## config.mk

```make
export PLATFORM = sky130hd
export DESIGN_NAME = instr_fetch_unit
export DESIGN_NICKNAME = d
export VERILOG_FILES = /design/src/rtl/instr_fetch_unit.sv
export SDC_FILE = /design/constraint.sdc
export NUM_CORES = 1
export LEC_CHECK = 0
export BUFFER_PORTS_ARGS = -buffer_cell sky130_fd_sc_hd__buf_4
export CORE_ASPECT_RATIO = 0.9
export CORE_MARGIN = 2
export CORE_UTILIZATION = 38
export DETAILED_ROUTE_END_ITERATION = 12
export GPL_TIMING_DRIVEN = 0
export PLACE_DENSITY = 0.54
export REMOVE_ABC_BUFFERS = 1
export SKIP_CTS_REPAIR_TIMING = 1
export SYNTH_ARGS = -nofsm -noshare
export SYNTH_HDL_FRONTEND = slang
export SYNTH_SLANG_ARGS = --single-unit
```

## constraint.sdc

```tcl
create_clock -name clk -period 7.5 [get_ports clk]
set_clock_uncertainty 0.15 [all_clocks]
set_input_delay 2.25 -clock clk [delete_from_list [all_inputs] [get_ports clk]]
set_output_delay 2.25 -clock clk [all_outputs]
set_load 0.02 [all_outputs]
```

## src/rtl/instr_fetch_unit.sv

```systemverilog
// Instruction fetch unit: issues word-aligned fetch requests under a credit limit,
// pairs in-order responses with their PCs and presents them to the core through a small FIFO.
module instr_fetch_unit #(
    parameter logic [31:0] RESET_PC   = 32'h0000_0000,
    parameter int          FIFO_DEPTH = 2,
    parameter logic [31:0] NOP_INSTR  = 32'h0000_0013
) (
    input  logic        clk,
    input  logic        rst,

    output logic        imem_req_valid_o,
    input  logic        imem_req_ready_i,
    output logic [31:0] imem_req_addr_o,

    input  logic        imem_rsp_valid_i,
    input  logic [31:0] imem_rsp_data_i,

    input  logic        redirect_i,
    input  logic [31:0] redirect_pc_i,
    input  logic        stall_i,

    output logic        valid_o,
    output logic [31:0] pc_o,
    output logic [31:0] instruction_o
);

    localparam int AW = (FIFO_DEPTH > 1) ? $clog2(FIFO_DEPTH) : 1;
    localparam int CW = $clog2(FIFO_DEPTH + 1);
    localparam logic [CW:0] DEPTH_C = (CW + 1)'(FIFO_DEPTH);

    // Architectural state
    logic [31:0]   fetch_pc_q, fetch_pc_d;
    logic [CW-1:0] outst_q, outst_d;       // live requests awaiting a response
    logic [31:0]   drop_q, drop_d;         // superseded requests whose responses are discarded

    // In-order queue of accepted request addresses
    logic [31:0]   pcq_q [FIFO_DEPTH];
    logic [AW-1:0] pcq_wr_q, pcq_wr_d;
    logic [AW-1:0] pcq_rd_q, pcq_rd_d;

    // Fetched instruction buffer
    logic [31:0]   fifo_pc_q   [FIFO_DEPTH];
    logic [31:0]   fifo_data_q [FIFO_DEPTH];
    logic [AW-1:0] fifo_wr_q, fifo_wr_d;
    logic [AW-1:0] fifo_rd_q, fifo_rd_d;
    logic [CW-1:0] fifo_cnt_q, fifo_cnt_d;

    logic          credit_ok;
    logic          req_valid;
    logic          req_fire;
    logic          rsp_any;
    logic          rsp_drop;
    logic          rsp_live;
    logic          fifo_push;
    logic          fifo_pop;
    logic          fifo_empty;
    logic [31:0]   inflight_total;
    logic [1:0]    unused_redirect_lsbs;

    assign unused_redirect_lsbs = redirect_pc_i[1:0];

    // Live in-flight requests plus buffered entries never exceed the buffer size,
    // so every live response always finds a free FIFO slot.
    assign credit_ok  = ({1'b0, outst_q} + {1'b0, fifo_cnt_q}) < DEPTH_C;
    assign req_valid  = !rst && !redirect_i && credit_ok;
    assign req_fire   = req_valid && imem_req_ready_i;

    assign rsp_any    = imem_rsp_valid_i && ((drop_q != 32'd0) || (outst_q != '0));
    assign rsp_drop   = imem_rsp_valid_i && (drop_q != 32'd0);
    assign rsp_live   = imem_rsp_valid_i && (drop_q == 32'd0) && (outst_q != '0);

    assign fifo_empty = (fifo_cnt_q == '0);
    assign fifo_push  = rsp_live && !redirect_i;
    assign fifo_pop   = !fifo_empty && !stall_i && !redirect_i;

    // Everything still owed by memory after this edge, less any response consumed now
    assign inflight_total = drop_q + 32'(outst_q) + 32'(req_fire) - 32'(rsp_any);

    always_comb begin
        fetch_pc_d = fetch_pc_q;
        outst_d    = outst_q;
        drop_d     = drop_q;
        pcq_wr_d   = pcq_wr_q;
        pcq_rd_d   = pcq_rd_q;
        fifo_wr_d  = fifo_wr_q;
        fifo_rd_d  = fifo_rd_q;
        fifo_cnt_d = fifo_cnt_q;

        if (redirect_i) begin
            fetch_pc_d = {redirect_pc_i[31:2], 2'b00};
            drop_d     = inflight_total;
            outst_d    = '0;
            pcq_wr_d   = '0;
            pcq_rd_d   = '0;
            fifo_wr_d  = '0;
            fifo_rd_d  = '0;
            fifo_cnt_d = '0;
        end else begin
            if (req_fire) begin
                fetch_pc_d = fetch_pc_q + 32'd4;
                pcq_wr_d   = pcq_wr_q + AW'(1);
            end
            if (rsp_drop) begin
                drop_d = drop_q - 32'd1;
            end
            if (rsp_live) begin
                pcq_rd_d = pcq_rd_q + AW'(1);
            end
            outst_d = outst_q + CW'(req_fire) - CW'(rsp_live);

            if (fifo_push) begin
                fifo_wr_d = fifo_wr_q + AW'(1);
            end
            if (fifo_pop) begin
                fifo_rd_d = fifo_rd_q + AW'(1);
            end
            fifo_cnt_d = fifo_cnt_q + CW'(fifo_push) - CW'(fifo_pop);
        end
    end

    always_ff @(posedge clk) begin
        if (rst) begin
            fetch_pc_q <= RESET_PC;
            outst_q    <= '0;
            drop_q     <= '0;
            pcq_wr_q   <= '0;
            pcq_rd_q   <= '0;
            fifo_wr_q  <= '0;
            fifo_rd_q  <= '0;
            fifo_cnt_q <= '0;
        end else begin
            fetch_pc_q <= fetch_pc_d;
            outst_q    <= outst_d;
            drop_q     <= drop_d;
            pcq_wr_q   <= pcq_wr_d;
            pcq_rd_q   <= pcq_rd_d;
            fifo_wr_q  <= fifo_wr_d;
            fifo_rd_q  <= fifo_rd_d;
            fifo_cnt_q <= fifo_cnt_d;
        end
    end

    // Storage arrays carry no reset; the pointers and counts above define validity.
    always_ff @(posedge clk) begin
        if (req_fire) begin
            pcq_q[pcq_wr_q] <= fetch_pc_q;
        end
        if (fifo_push && !rst) begin
            fifo_pc_q[fifo_wr_q]   <= pcq_q[pcq_rd_q];
            fifo_data_q[fifo_wr_q] <= imem_rsp_data_i;
        end
    end

    assign imem_req_valid_o = req_valid;
    assign imem_req_addr_o  = fetch_pc_q;

    assign valid_o       = !fifo_empty;
    assign pc_o          = fifo_empty ? 32'd0     : fifo_pc_q[fifo_rd_q];
    assign instruction_o = fifo_empty ? NOP_INSTR : fifo_data_q[fifo_rd_q];

endmodule

```

==> summary.md, run 1 <==
| Metric | Value |
|---|---|
| I/O Pins | `168` |
| Cell mode on critical path | `fa_1` |
| Fin crit share | `0.9438` |
| Number of I/O port buffers | `161` |
| Worst Path Arrival | `7360 ps` |
| Post-synth top area share | `0.4168` |
| Comb pwr share | `0.425` |
| R2R setup slack | `2120 ps` |
| Clock network power share | `0.255` |
| Hold Crit Depth | `2` |
| Post-route non-filler standard cell count | `1854` |
| Crit path time final | `7079 ps` |
| RSZ-0062 raised after global routing | `no` |
| Area leader, netlist | `edfxtp_1` |
| WL final | `32850 µm` |
| Tot GR Track Use | `0.1765` |
| Req. time, crit path | `7780 ps` |
| Final TNS setup | `0 ps` |
| Startpoint types | `input port` |
| Clock sinks | `256` |
| Worst VDD drop | `0.2656 mV` |
| Post-synth top cells | `184 x edfxtp_1, 158 x nor2_1, 83 x inv_1` |
| Multi-input logic area | `0.005789 mm²` |
| Worst path buffer plus inverter count | `3` |
| Register Area | `0.006972 mm²` |
| Clock transition at path regs | `60 ps` |
| HP Class | `flip-flop to flip-flop` |
| Via count | `9553` |
| Core ar. | `0.03419 mm²` |
| Crit-path max cell delay | `560 ps` |
| Yosys warnings | `0` |
| Post-route cell area | `0.01596 mm²` |
| Final HPWL DP | `22310 µm` |
| Psw | `1.959 mW` |
| Critical Path Start | `redirect_i` |
| PD cells | `327.8 mW/mm²` |
| Die Area | `0.03639 mm²` |
| Worst min-delay path startpoint | `fifo_rd_q` |
| Kind of critical path | `input port to flip-flop` |
| Crit Reg-Reg Endpoint | `drop_q[28]` |
| Reg2reg path depth | `15` |
| Gp weighted congestion | `0.8761` |
| Number of synthesized flops with an enable pin | `184` |
| Worst Max-Slew Pin Slew | `1422 ps` |
| CP endpoint kind | `flip-flop` |
| CTS tree | `built` |
| Met3 Track Usage GR | `0.02291` |
| Yosys reg bits | `256` |
| Mapped cell area | `0.01326 mm²` |
| DRT Pass-1 Iters | `5` |
| Post-DP Area | `0.01503 mm²` |
| Drt wl/cell | `17.72 µm` |
| Die Ht | `181.2 µm` |
| Die Width | `200.9 µm` |
| Final setup violation count | `0` |
| Congestion Overflow GR | `0` |
| Cells along the critical path | `buf_4, or2_2, nor3_1, and2_2, clkinvlp_4, fa_1, fa_1, inv_1, a21oi_1, o221ai_2, a311oi_1, o41ai_1, a221o_1, mux2i_1, or3_1` |
| Clk Latency, worst-skew pair | `560 ps` |
| Met1 Track Usage GR | `0.2489` |
| Distinct cells, synth | `67` |
| Area Overhead vs Synth | `20.39%` |
| Root Driver | `clkbuf_16` |
| Max-cap violations | `0` |
| Drt drc | `0` |
| Longest Clk Path Bufs | `3` |
| Met2 Use GR | `0.2873` |
| Status | `complete, no violations` |
| Global-route wire length before repair | `51770 µm` |
| Remaining antenna violation count | `0` |
| Pins Over Slew Limit | `0` |
| Slowest library cell on the worst path | `or2_2` |
| Nets | `1523` |
| Cell row count | `64` |
| Vias in the first global route | `9186` |
| Flop pwr share | `0.320` |
| Main synth FF type | `edfxtp_1` |
| Sw Share | `0.3744` |
| Post-Syn Instances | `1216` |
| F_max | `0.1413 GHz` |
| Pint | `3.272 mW` |
| CTS H-tree lvls | `1` |
| Final hold violation count | `0` |
| Top post-synthesis cells by area | `edfxtp_1 42%, dfxtp_1 11%, ha_1 7.7%, mux2i_1 5.0%, nor2_1 4.5%` |
| DRT iter0 DRCs | `634` |
| Share of cells above drive strength 1 | `0.1912` |
| Slew margin rel. | `0.04312` |
| Post-synth ARST share | `0` |
| Vias per inst | `5.153` |
| Syn avg cell area | `10.90 µm²` |
| Reg2reg start | `fifo_cnt_q[0]` |
| Register area share after synthesis | `0.5256` |
| Starting Density | `0.3877` |
| Initial antenna violation count | `1` |
| Gr busiest metal | `met2` |
| Most frequent cell after synthesis | `edfxtp_1` |
| CP delay by family, top | `simple AND/OR/NAND/NOR gates` |
| Pleak | `5.861 nW` |
| Fill cells | `3223` |
| TritonCTS Buffers | `29` |
| Placed insts | `1795` |
| Largest net degree at the start of global routing | `91` |
| CP max FO | `90` |
## routing by layer
metal | vias to the layer above | share of wire | wire length [µm]
li1 | 4707 | - | -
met1 | 4585 | 0.47 | 15560
met2 | 217 | 0.46 | 15160
met3 | 44 | 0.043 | 1409
met4 | 0 | 0.022 | 728
met5 | - | 0 | 0
## kinds of logic after synthesis
| logic type | Yosys count | synth area share |
|---|---|---|
| compound gates | 238 | 0.1169 |
| xor+xnor | 62 | 0.04097 |
| fa+ha+maj | 85 | 0.08193 |
| buf+inv | 137 | 0.04078 |
| flops | 256 | 0.5256 |
| mux | 97 | 0.07617 |
| other cells | 1 | 0.0002829 |
| simple gates | 340 | 0.1174 |
## how the worst max path moves through the flow
stage               cells past startpoint            endpoint  slack (ps)
finish                                 15          drop_q[28]         420
global route                           15          drop_q[28]         110
CTS                                    15          drop_q[28]        -420
detailed placement                     15          drop_q[28]        -990
global placement                        4  fifo_data_q[0][24]       -1090
floorplan                              14          drop_q[24]         650
## state kept, by name, summed over array words and instances, names as in the netlist, named ones only
name and cells:
fifo_cnt_q 2, pcq_wr_q 1, pcq_q 60, drop_q 32, fifo_pc_q 60, imem_req_addr_o 30, fifo_data_q 64, fifo_rd_q 1
pcq_rd_q 1, fifo_wr_q 1, outst_q 2
## power groups by stage
stage | registers (mW) | clock network [mW] | logic, mW
2_1_floorplan | 1.70 | 0 | 1.65
3_3_place_gp | 1.70 | 0 | 2.19
3_5_place_dp | 1.70 | 0 | 2.17
4_1_cts | 1.68 | 1.37 | 2.20
5_1_grt | 1.69 | 1.42 | 2.47
6_report | 1.68 | 1.33 | 2.22
## final cells by class
type	count	area share
flip-flops and latches	256	0.4369
multi-input cells	826	0.3628
repair buffers	171	0.08782
clock buffers	45	0.05112
well taps	462	0.03622
inverters	83	0.01976
clock inverters	9	0.004940
repair inverters	1	0.0003136
diodes	1	0.0001568
## per-stage QoR
step	setup slack, ps	hold WS, ps	util	power (mW)
2_1_floorplan	651.7	331.3	-	3.345
3_3_place_gp	-1092	341.8	0.4335	3.889
3_5_place_dp	-986.5	346.4	0.4395	3.878
4_1_cts	-419.1	365.8	0.4657	5.247
5_1_grt	106.3	401.1	0.4667	5.582
6_report	421.4	367.6	0.4667	5.231
## cells in the final DEF (no fill, tap or decap), types with 56 or more instances in the layout
cell,instances
dfxtp_1,70
buf_4,164
ha_1,82
xnor2_1,57
nor2_1,155
mux2i_1,66
a21oi_1,65
edfxtp_1,184
nand2_1,59
o21ai_0,56
inv_1,82
## worst register-to-register path: cells and delay by family, from the launching register on
kind	cells	cell delay, ps
AO/OA/AOI/OAI	5	1520
AND/OR/NAND/NOR	4	1420
adder cells (fa/ha/maj)	3	1300
flip-flops	1	400
buffers and inverters	2	360
multiplexers	1	100
Power figures use the tool's default switching activity.
==> inputs of run 2 (changes only) <==
- BUFFER_PORTS_ARGS: -buffer_cell sky130_fd_sc_hd__buf_4 -> default
- DONT_BUFFER_PORTS: default -> 1
- PLACE_DENSITY: 0.54 -> 0.5
==> run 2 against run 1 <==
Compared with the run above:
- combinational power shrank 3%
- sequential power is essentially flat
- fmax grew 2.6%
- routed wire length shrank 0.19%
- sequential share of layout area grew 3.6 points
- core utilization shrank 3.5 points
- register-to-register slack lost 410 ps
- hold slack gained 2.9 ps
- total power shrank 0.90%
- critical path depth is the same
- largest power group unchanged
==> summary.md, run 2 (synthesis results as in run 1) <==
| Metric | Value |
|---|---|
| Post-route cell area | `0.01475 mm² (was 0.01596 mm²)` |
| Die Ht | `181.2 µm (unchanged)` |
| Post-DP Area | `0.01381 mm² (was 0.01503 mm²)` |
| Longest Clk Path Bufs | `3 (unchanged)` |
| Nets | `1362 (was 1523)` |
| Clock sinks | `256 (unchanged)` |
| Clk Latency, worst-skew pair | `560 ps (about the same)` |
| Commonest non-fill, non-tap cell in the layout | `edfxtp_1 (unchanged)` |
| Slew margin rel. | `0.3356 (was 0.04312)` |
| Startpoint types | `input port (unchanged)` |
| Final hold violation count | `0 (unchanged)` |
| Pleak | `5.032 nW (was 5.861 nW)` |
| Worst VDD drop | `0.1797 mV (was 0.2656 mV)` |
| Largest reg by FF count | `fifo_data_q (unchanged)` |
| Clock transition at path regs | `60 ps (about the same)` |
| Pins Over Slew Limit | `0 (unchanged)` |
| DRT iter0 DRCs | `521 (was 634)` |
| DRT Pass-1 Iters | `5 (unchanged)` |
| Crit path time final | `6901 ps (was 7079 ps)` |
| Status | `complete, no violations (unchanged)` |
| Cell row count | `64 (unchanged)` |
| F_max | `0.1449 GHz (was 0.1413 GHz)` |
| Vias in the first global route | `8711 (was 9186)` |
| CP max FO | `90 (unchanged)` |
| Die Width | `200.9 µm (unchanged)` |
| Crit Reg-Reg Endpoint | `drop_q[28] (unchanged)` |
| Drt wl/cell | `19.39 µm (was 17.72 µm)` |
| Fin crit share | `0.9201 (was 0.9438)` |
| R2R setup slack | `1710 ps (was 2120 ps)` |
| CP endpoint kind | `flip-flop (unchanged)` |
| Area Overhead vs Synth | `11.29% (was 20.39%)` |
| Fill cells | `3254 (was 3223)` |
| Final setup violation count | `0 (unchanged)` |
| Hold Crit Depth | `2 (unchanged)` |
| Worst Path Arrival | `7180 ps (was 7360 ps)` |
| Power Total | `5.184 mW (was 5.231 mW)` |
| Final Core Density | `0.4314 (was 0.4667)` |
| Register Area | `0.006972 mm² (unchanged)` |
| Gp weighted congestion | `0.8313 (was 0.8761)` |
| CTS H-tree lvls | `1 (unchanged)` |
| Drt drc | `0 (unchanged)` |
| PD cells | `351.4 mW/mm² (was 327.8 mW/mm²)` |
| Worst min-delay path startpoint | `fifo_rd_q (unchanged)` |
| Worst Max-Slew Pin Slew | `971.4 ps (was 1422 ps)` |
| Die Area | `0.03639 mm² (unchanged)` |
| Global-route wire length before repair | `50800 µm (was 51770 µm)` |
| Share of cells above drive strength 1 | `0.08544 (was 0.1912)` |
| Congestion Overflow GR | `0 (unchanged)` |
| HP Class | `flip-flop to flip-flop (unchanged)` |
| WL final | `32790 µm (was 32850 µm)` |
| TritonCTS Buffers | `28 (was 29)` |
| Vias per inst | `5.322 (was 5.153)` |
| Max reg flops | `64 (unchanged)` |
| Tot GR Track Use | `0.1761 (was 0.1765)` |
| Remaining antenna violation count | `0 (unchanged)` |
| Kind of critical path | `input port to flip-flop (unchanged)` |
| RSZ-0062 raised after global routing | `no (unchanged)` |
| Largest net degree at the start of global routing | `91 (unchanged)` |
| WHS | `370.5 ps (was 367.6 ps)` |
| Core ar. | `0.03419 mm² (unchanged)` |
| Via count | `9000 (was 9553)` |
| I/O Pins | `168 (unchanged)` |
| Antenna cells | `0 (was 1)` |
| Req. time, crit path | `7780 ps (about the same)` |
| Multi-input logic area | `0.005801 mm² (was 0.005789 mm²)` |
| Reg2reg start | `outst_q[0] (was fifo_cnt_q[0])` |
| Root Driver | `clkbuf_16 (unchanged)` |
| Most frequent cells in the layout | `184 x edfxtp_1, 155 x nor2_1, 82 x inv_1, 82 x ha_1, 70 x dfxtp_1 (was 184 x edfxtp_1, 164 x buf_4, 155 x nor2_1, 82 x inv_1, 82 x ha_1)` |
| CTS tree | `built (unchanged)` |
| Largest registers | `fifo_data_q: 64 flops, fifo_pc_q: 60 flops, pcq_q: 60 flops (unchanged)` |
| Starting Density | `0.3877 (unchanged)` |
| Initial antenna violation count | `0 (was 1)` |
| Final TNS setup | `0 ps (unchanged)` |
| Reg2reg path depth | `16 (was 15)` |
| Max-cap violations | `0 (unchanged)` |
| Final HPWL DP | `22130 µm (was 22310 µm)` |
| Number of I/O port buffers | `0 (was 161)` |
[run 2: critical path, cell delays in order]
cell and delay [ps]:
or2_2 450, nor3_2 500, and2_2 600, clkinvlp_4 170, buf_4 190, fa_1 440
fa_1 410, inv_1 70, a21oi_1 100, o221ai_2 330, a311oi_1 240, o41ai_1 520
a221o_1 390, mux2i_1 110, or3_1 350
[run 2: cell type report]
type | instances | area share
clock buffer | 35 | 0.04928
clock inverter | 17 | 0.01094
inverter | 83 | 0.02137
multi-input combinational | 826 | 0.3932
sequential | 256 | 0.4726
tap | 462 | 0.03919
timing repair buffer | 11 | 0.01306
timing repair inverter | 1 | 0.0003393
[run 2: per-stage QoR]
| step | instances | worst slack, ps |
|---|---|---|
| 6_report | 1691 | 598.9 |
| 5_1_grt | 1691 | 401.8 |
| 4_1_cts | 1686 | -666.5 |
| 3_5_place_dp | 1634 | -1247 |
| 3_3_place_gp | 1627 | -1312 |
| 2_1_floorplan | 1165 | 651.7 |
[run 2: worst max-delay path by stage]
stage / start / endpoint / slack (ps) / cells after the start
after global placement: redirect_i / drop_q[28] / -1310 / 14
after floorplan: redirect_i / drop_q[24] / 650 / 14
after detailed placement: redirect_i / drop_q[28] / -1250 / 14
after global routing: redirect_i / drop_q[28] / 400 / 15
final: redirect_i / drop_q[28] / 600 / 15
after CTS: redirect_i / drop_q[28] / -670 / 14
[run 2: report_power, final]
part	internal (mW)	switching, mW
clock	0.759	0.573
sequential	1.60	0.0881
combinational	0.882	1.28
total	3.24	1.94
[run 2: per-layer routing]
metal  wire length [µm]  vias up  GRT usage
met4                743        0    0.04267
met3               1823       42    0.03481
li1                   -     4384          -
met2              15150      199     0.2861
met5                  0        -          0
met1              15070     4375     0.2417
